[src/rtl/barcode_mimic_q.sv]
// Queued pulse-width barcode transmitter: start cell plus ID_W data cells MSB first,
// then a fixed idle gap. Define BC_PARITY_EN to append an even-parity cell to every frame.
module barcode_mimic_q #(
   parameter int ID_W     = 8,
   parameter int PERIOD_W = 22,
   parameter int DEPTH    = 4,
   parameter int GAP_CYC  = 64
) (
   input  logic                   clk,
   input  logic                   rst_n,
   input  logic [PERIOD_W-1:0]    period,
   input  logic                   send,
   input  logic [ID_W-1:0]        station_ID,
   output logic                   BC,
   output logic                   BC_done,
   output logic                   busy,
   output logic                   full,
   output logic [$clog2(DEPTH):0] q_cnt,
   output logic                   ovf
);

   localparam int AW = $clog2(DEPTH);
   localparam int CW = AW + 1;
   localparam int BW = (ID_W > 1) ? $clog2(ID_W) : 1;
   localparam int GW = (GAP_CYC > 1) ? $clog2(GAP_CYC) : 1;

`ifdef BC_PARITY_EN
   typedef enum logic [2:0] {IDLE, START, DATA, PAR, GAP} state_t;
`else
   typedef enum logic [2:0] {IDLE, START, DATA, GAP} state_t;
`endif

   state_t                r_state, w_nxt;
   logic [ID_W-1:0]       r_mem [DEPTH];
   logic [AW-1:0]         r_wp, r_rp;
   logic [CW-1:0]         r_cnt;
   logic                  r_ovf;
   logic [ID_W-1:0]       r_sr;
   logic [PERIOD_W-1:0]   r_per, r_cell;
   logic [BW-1:0]         r_bit;
   logic [GW-1:0]         r_gap;
   logic                  r_bc, r_done;
`ifdef BC_PARITY_EN
   logic                  r_par;
`endif

   logic                  w_full, w_pop, w_push, w_cell_end, w_gap_end;
   logic                  w_cur_bit, w_in_cell, w_bc_nxt;
   logic [PERIOD_W-1:0]   w_q, w_h, w_t, w_low_len;

   function automatic logic [PERIOD_W-1:0] f_clamp_period(input logic [PERIOD_W-1:0] p);
      return (p < PERIOD_W'(4)) ? PERIOD_W'(4) : p;
   endfunction

   assign w_full     = (r_cnt == CW'(DEPTH));
   assign w_pop      = (r_state == IDLE) && (r_cnt != '0);
   // A push into a full queue is still accepted when the head leaves in the same cycle.
   assign w_push     = send && (!w_full || w_pop);
   assign w_cell_end = (r_cell == r_per - PERIOD_W'(1));
   assign w_gap_end  = (r_gap == GW'(GAP_CYC - 1));

   assign w_q = r_per >> 2;
   assign w_h = r_per >> 1;
   assign w_t = w_h + w_q;

   always_comb begin
      w_cur_bit = r_sr[ID_W-1];
      w_in_cell = 1'b0;
      w_low_len = w_h;
      case (r_state)
         START: w_in_cell = 1'b1;
         DATA: begin
            w_in_cell = 1'b1;
            w_low_len = w_cur_bit ? w_q : w_t;
         end
`ifdef BC_PARITY_EN
         PAR: begin
            w_cur_bit = r_par;
            w_in_cell = 1'b1;
            w_low_len = r_par ? w_q : w_t;
         end
`endif
         default: ;
      endcase
   end

   assign w_bc_nxt = !(w_in_cell && (r_cell < w_low_len));

   always_comb begin
      w_nxt = r_state;
      case (r_state)
         IDLE:  if (w_pop) w_nxt = START;
         START: if (w_cell_end) w_nxt = DATA;
         DATA: begin
            if (w_cell_end && (r_bit == '0)) begin
`ifdef BC_PARITY_EN
               w_nxt = PAR;
`else
               w_nxt = GAP;
`endif
            end
         end
`ifdef BC_PARITY_EN
         PAR:   if (w_cell_end) w_nxt = GAP;
`endif
         GAP:   if (w_gap_end) w_nxt = IDLE;
         default: w_nxt = IDLE;
      endcase
   end

   always_ff @(posedge clk) begin
      if (w_push) r_mem[r_wp] <= station_ID;
   end

   // Queue control, FSM and line register
   always_ff @(posedge clk or negedge rst_n) begin
      if (!rst_n) begin
         r_state <= IDLE;
         r_wp    <= '0;
         r_rp    <= '0;
         r_cnt   <= '0;
         r_ovf   <= 1'b0;
         r_cell  <= '0;
         r_bit   <= '0;
         r_gap   <= '0;
         r_bc    <= 1'b1;
         r_done  <= 1'b0;
      end else begin
         r_state <= w_nxt;
         if (w_push) r_wp <= r_wp + AW'(1);
         if (w_pop)  r_rp <= r_rp + AW'(1);
         if (w_push && !w_pop)      r_cnt <= r_cnt + CW'(1);
         else if (w_pop && !w_push) r_cnt <= r_cnt - CW'(1);
         if (send && w_full && !w_pop) r_ovf <= 1'b1;

         if (w_in_cell && !w_cell_end) r_cell <= r_cell + PERIOD_W'(1);
         else                          r_cell <= '0;

         if (r_state == START && w_cell_end)     r_bit <= BW'(ID_W - 1);
         else if (r_state == DATA && w_cell_end) r_bit <= r_bit - BW'(1);

         if (r_state == GAP && !w_gap_end) r_gap <= r_gap + GW'(1);
         else                              r_gap <= '0;

         r_bc   <= w_bc_nxt;
         r_done <= (r_state == GAP) && (r_gap == '0);
      end
   end

   // Frame data: loaded at pop, shifted at each data-cell boundary
   always_ff @(posedge clk) begin
      if (w_pop) begin
         r_sr  <= r_mem[r_rp];
         r_per <= f_clamp_period(period);
`ifdef BC_PARITY_EN
         r_par <= ^r_mem[r_rp];
`endif
      end else if (r_state == DATA && w_cell_end) begin
         r_sr <= {r_sr[ID_W-2:0], 1'b0};
      end
   end

   assign BC      = r_bc;
   assign BC_done = r_done;
   assign busy    = (r_state != IDLE) || (r_cnt != '0);
   assign full    = w_full;
   assign q_cnt   = r_cnt;
   assign ovf     = r_ovf;

endmodule

[config.mk]
export PLATFORM = sky130hd
export DESIGN_NAME = barcode_mimic_q
export DESIGN_NICKNAME = d
export VERILOG_FILES = /design/src/rtl/barcode_mimic_q.sv
export SDC_FILE = /design/constraint.sdc
export NUM_CORES = 1
export LEC_CHECK = 0
export CAP_MARGIN = 20
export CORE_AREA = 2 2 108 110
export CTS_CLUSTER_SIZE = 28
export DETAILED_ROUTE_END_ITERATION = 16
export DIE_AREA = 0 0 110 112
export PLACE_DENSITY = 0.87
export SLEW_MARGIN = 0
export SYNTH_ARGS = -nofsm -noshare
export SYNTH_HDL_FRONTEND = slang
export SYNTH_SLANG_ARGS = --single-unit
[constraint.sdc]
create_clock -name clk -period 10.69 [get_ports clk]
set_input_delay 2.138 -clock clk [delete_from_list [all_inputs] [get_ports clk]]
set_output_delay 2.138 -clock clk [all_outputs]
set_load 0.02 [all_outputs]
==> flow_summary.ini <==
[outcome]
status = finished, final reports clean

[synth]
synth_flop_cell = edfxtp_1
yosys_warnings = 0
synth.avg_cell_area_um2 = 10.2
synth.cell_area_um2 = 7220
yosysSeqAreaShare_pct = 40.7
async_reset_ff_share_pct = 41.0
ys_types = 62
synth.area.top_cells = edfxtp_1 (26%), dfrtp_1 (15%), ha_1 (14%)
ys_seq_elements = 105
yosys.area.top_type = edfxtp_1
netlist_instances = 708
synth-edff-count = 62
synth_nets = 823
synth_top_area_share_pct = 25.8

[worst_setup_path]
worst-r2r-cell-count = 19
cp-start-kind = flip-flop
crit_arrival_ns = 4.67
critPathCaptureType = flip-flop
crit_type = reg2reg
required_ns = 10.97
crit_fanout = 7

[routing]
viasPerCell = 6.31
totalWireLength_um = 16800
dr.pass1.iters = 5
drt-initial-drc-count = 426
vias = 5527
drc_errors = 0
drtAntennaViolNets = 0
routedWlPerCell_um = 19.2

[power]
p_sw_share_pct = 43.6
powerDensity_nw_per_um2 = 261
netSwitchingPower_uw = 907
peakVddDrop_v = 0.000209
clkPwrFrac_pct = 15.1
combPwrFrac_pct = 52.3
p_leak_uw = 0.00323
power_frac_seq_pct = 32.6
power.internal_uw = 1170

[clock_network]
path_clk_slew_ns = 0.07
cts_tree = built
clock-sinks = 105
cts_buffer_depth = 2
root_buffer = clkbuf_16
post_cts_resized = 0
worstSkewPairLatency_ns = 0.35
htree_levels = 3
postCtsSetupRepairBufs = 0
cts_buffers = 9
hold_buffers = 0

[sta]
rsz0062_at_grt = no
fin_crit_ns = 4.39
hold_viol = 0
finalCritPeriodShare_pct = 41.1
slew_violations = 0
fin_ws_ns = 6.30
finalClockSkew_ns = 0.0100
whs_ns = 0.475
fmax_mhz = 228
slew_headroom_pct = 35.5
finalSetupViolations = 0
tightest_slew_ns = 0.967
final.setup.tns_ns = 0

[grt]
grtUsageMet3_pct = 4.98
use_met1_pct = 35.7
busiest_layer = met2
grt.overflow.total = 0
grtUsageTotal_pct = 28.5
grt_max_degree = 44
antenna_found_initial = 0
grt_pass1_wl_um = 27000
gr-usage-met2_pct = 48.1
grt_pass1_vias = 5528

[floorplan]
core_area_um2 = 11200
dieArea_um2 = 12300
io_pins = 41
rows = 39
die_w_um = 110
initial_core_util_pct = 64.6
dieHeight_um = 112

[flow_run]
maxCapViolations = 0

[cells_and_area]
syn_to_final_growth_pct = 10.1
fin_nets = 843
layout_common_cells = ha_1 (80), edfxtp_1 (62), nor2_1 (51)
fin_area_um2 = 7950
final_util_pct = 71.2
mostFrequentLayoutCell = ha_1
num-fill-cells = 750
drive_above_1_share_pct = 6.14
antennaDiodeCount = 0

[min_path]
hold_depth = 1
hold_path_class = reg2reg

[placement]
dpl.hpwl_um = 12300
gp_congestion = 0.959
port_buffers = 40
pre_cts_ws_ns = 6.34
placed_cell_area_um2 = 7670
[logic make-up after synthesis]
| logic type | after synthesis | synth area share, % |
|---|---|---|
| adders and majority gates | 82 | 14.4 |
| xor gates and xnor gates | 77 | 9.34 |
| muxes | 22 | 4.59 |
| and+or+nand+nor | 213 | 14.7 |
| DFF | 105 | 40.7 |
| AOI/OAI and AO/OA | 133 | 12.1 |
| buffers and inverters | 76 | 4.16 |
[registers in the layout, summed over array words and instances, names as in the netlist]
register	count
BC	1
BC_done	1
ovf	1
q_cnt	3
r_bit	3
r_cell	22
r_gap	6
r_mem	32
r_per	22
r_rp	2
r_sr	8
r_state	2
r_wp	2
[cell type report]
cell class / count / area (µm²) / area share [%]
clock inverters: 6 / 51.3 / 0.645
inverters: 43 / 161 / 2.03
repair buffers: 42 / 410 / 5.16
multi-input cells: 527 / 3980 / 50.1
flip-flops and latches: 105 / 2940 / 37.0
clock buffers: 10 / 229 / 2.88
well taps: 143 / 179 / 2.25
[stage by stage]
stage,power [µW],instances
floorplan,1450,708
global placement,1680,860
detailed placement,1730,860
CTS,2060,876
global route,2210,876
finish,2080,876
[layer usage]
metal	vias to the layer above	share of wire, %	wire length (µm)
met3	43	6.1	1030
met5	-	0	0
met2	210	50	8390
met1	2691	41	6840
met4	0	3.2	534
li1	2583	-	-
[worst max-delay path: stages, from the launching register on]
cell and delay [ns]:
edfxtp_1 0.50, inv_1 0.11, ha_1 0.39, o21ai_0 0.13
o21a_1 0.19, nor3_1 0.43, o21ai_0 0.24, o21ai_0 0.32
nand3_1 0.15, a2111oi_0 0.43, nor3b_1 0.11, ha_1 0.31
a21oi_1 0.18, nor2b_1 0.07, o21ai_0 0.14, nand2b_1 0.07
a21oi_1 0.18, o211ai_1 0.11, o211ai_1 0.17, a21oi_1 0.08
[final timing paths]
path	from	end	slack (ns)
max	r_per[3]	BC	6.30
min	ovf	ovf	0.47
max reg2reg	r_per[3]	BC	6.30
min reg2reg	ovf	ovf	0.47
max in group asynchronous	rst_n	r_cell[5]	8.15
min in group asynchronous	rst_n	r_wp[1]	1.94
[cells in the mapped netlist, types with 10 or more instances]
cell type / n
o21ai_0: 44
xnor2_1: 43
dfrtp_1: 42
clkbuf_1: 26
nand2b_1: 10
nand3_1: 21
nor4_1: 11
xor2_1: 34
edfxtp_1: 62
nor3_1: 15
nand2_1: 49
ha_1: 80
o211ai_1: 11
inv_1: 41
a21oi_1: 22
nor2_1: 51
[power groups by stage]
stage | sequential (µW) | combinational (µW) | clock (µW)
after CTS | 675 | 1070 | 314
after floorplan | 647 | 807 | 0
after global placement | 673 | 1000 | 0
after detailed placement | 682 | 1050 | 0
final | 677 | 1090 | 314
after global routing | 691 | 1190 | 330
Note: power is estimated with default switching activity, not from simulation.
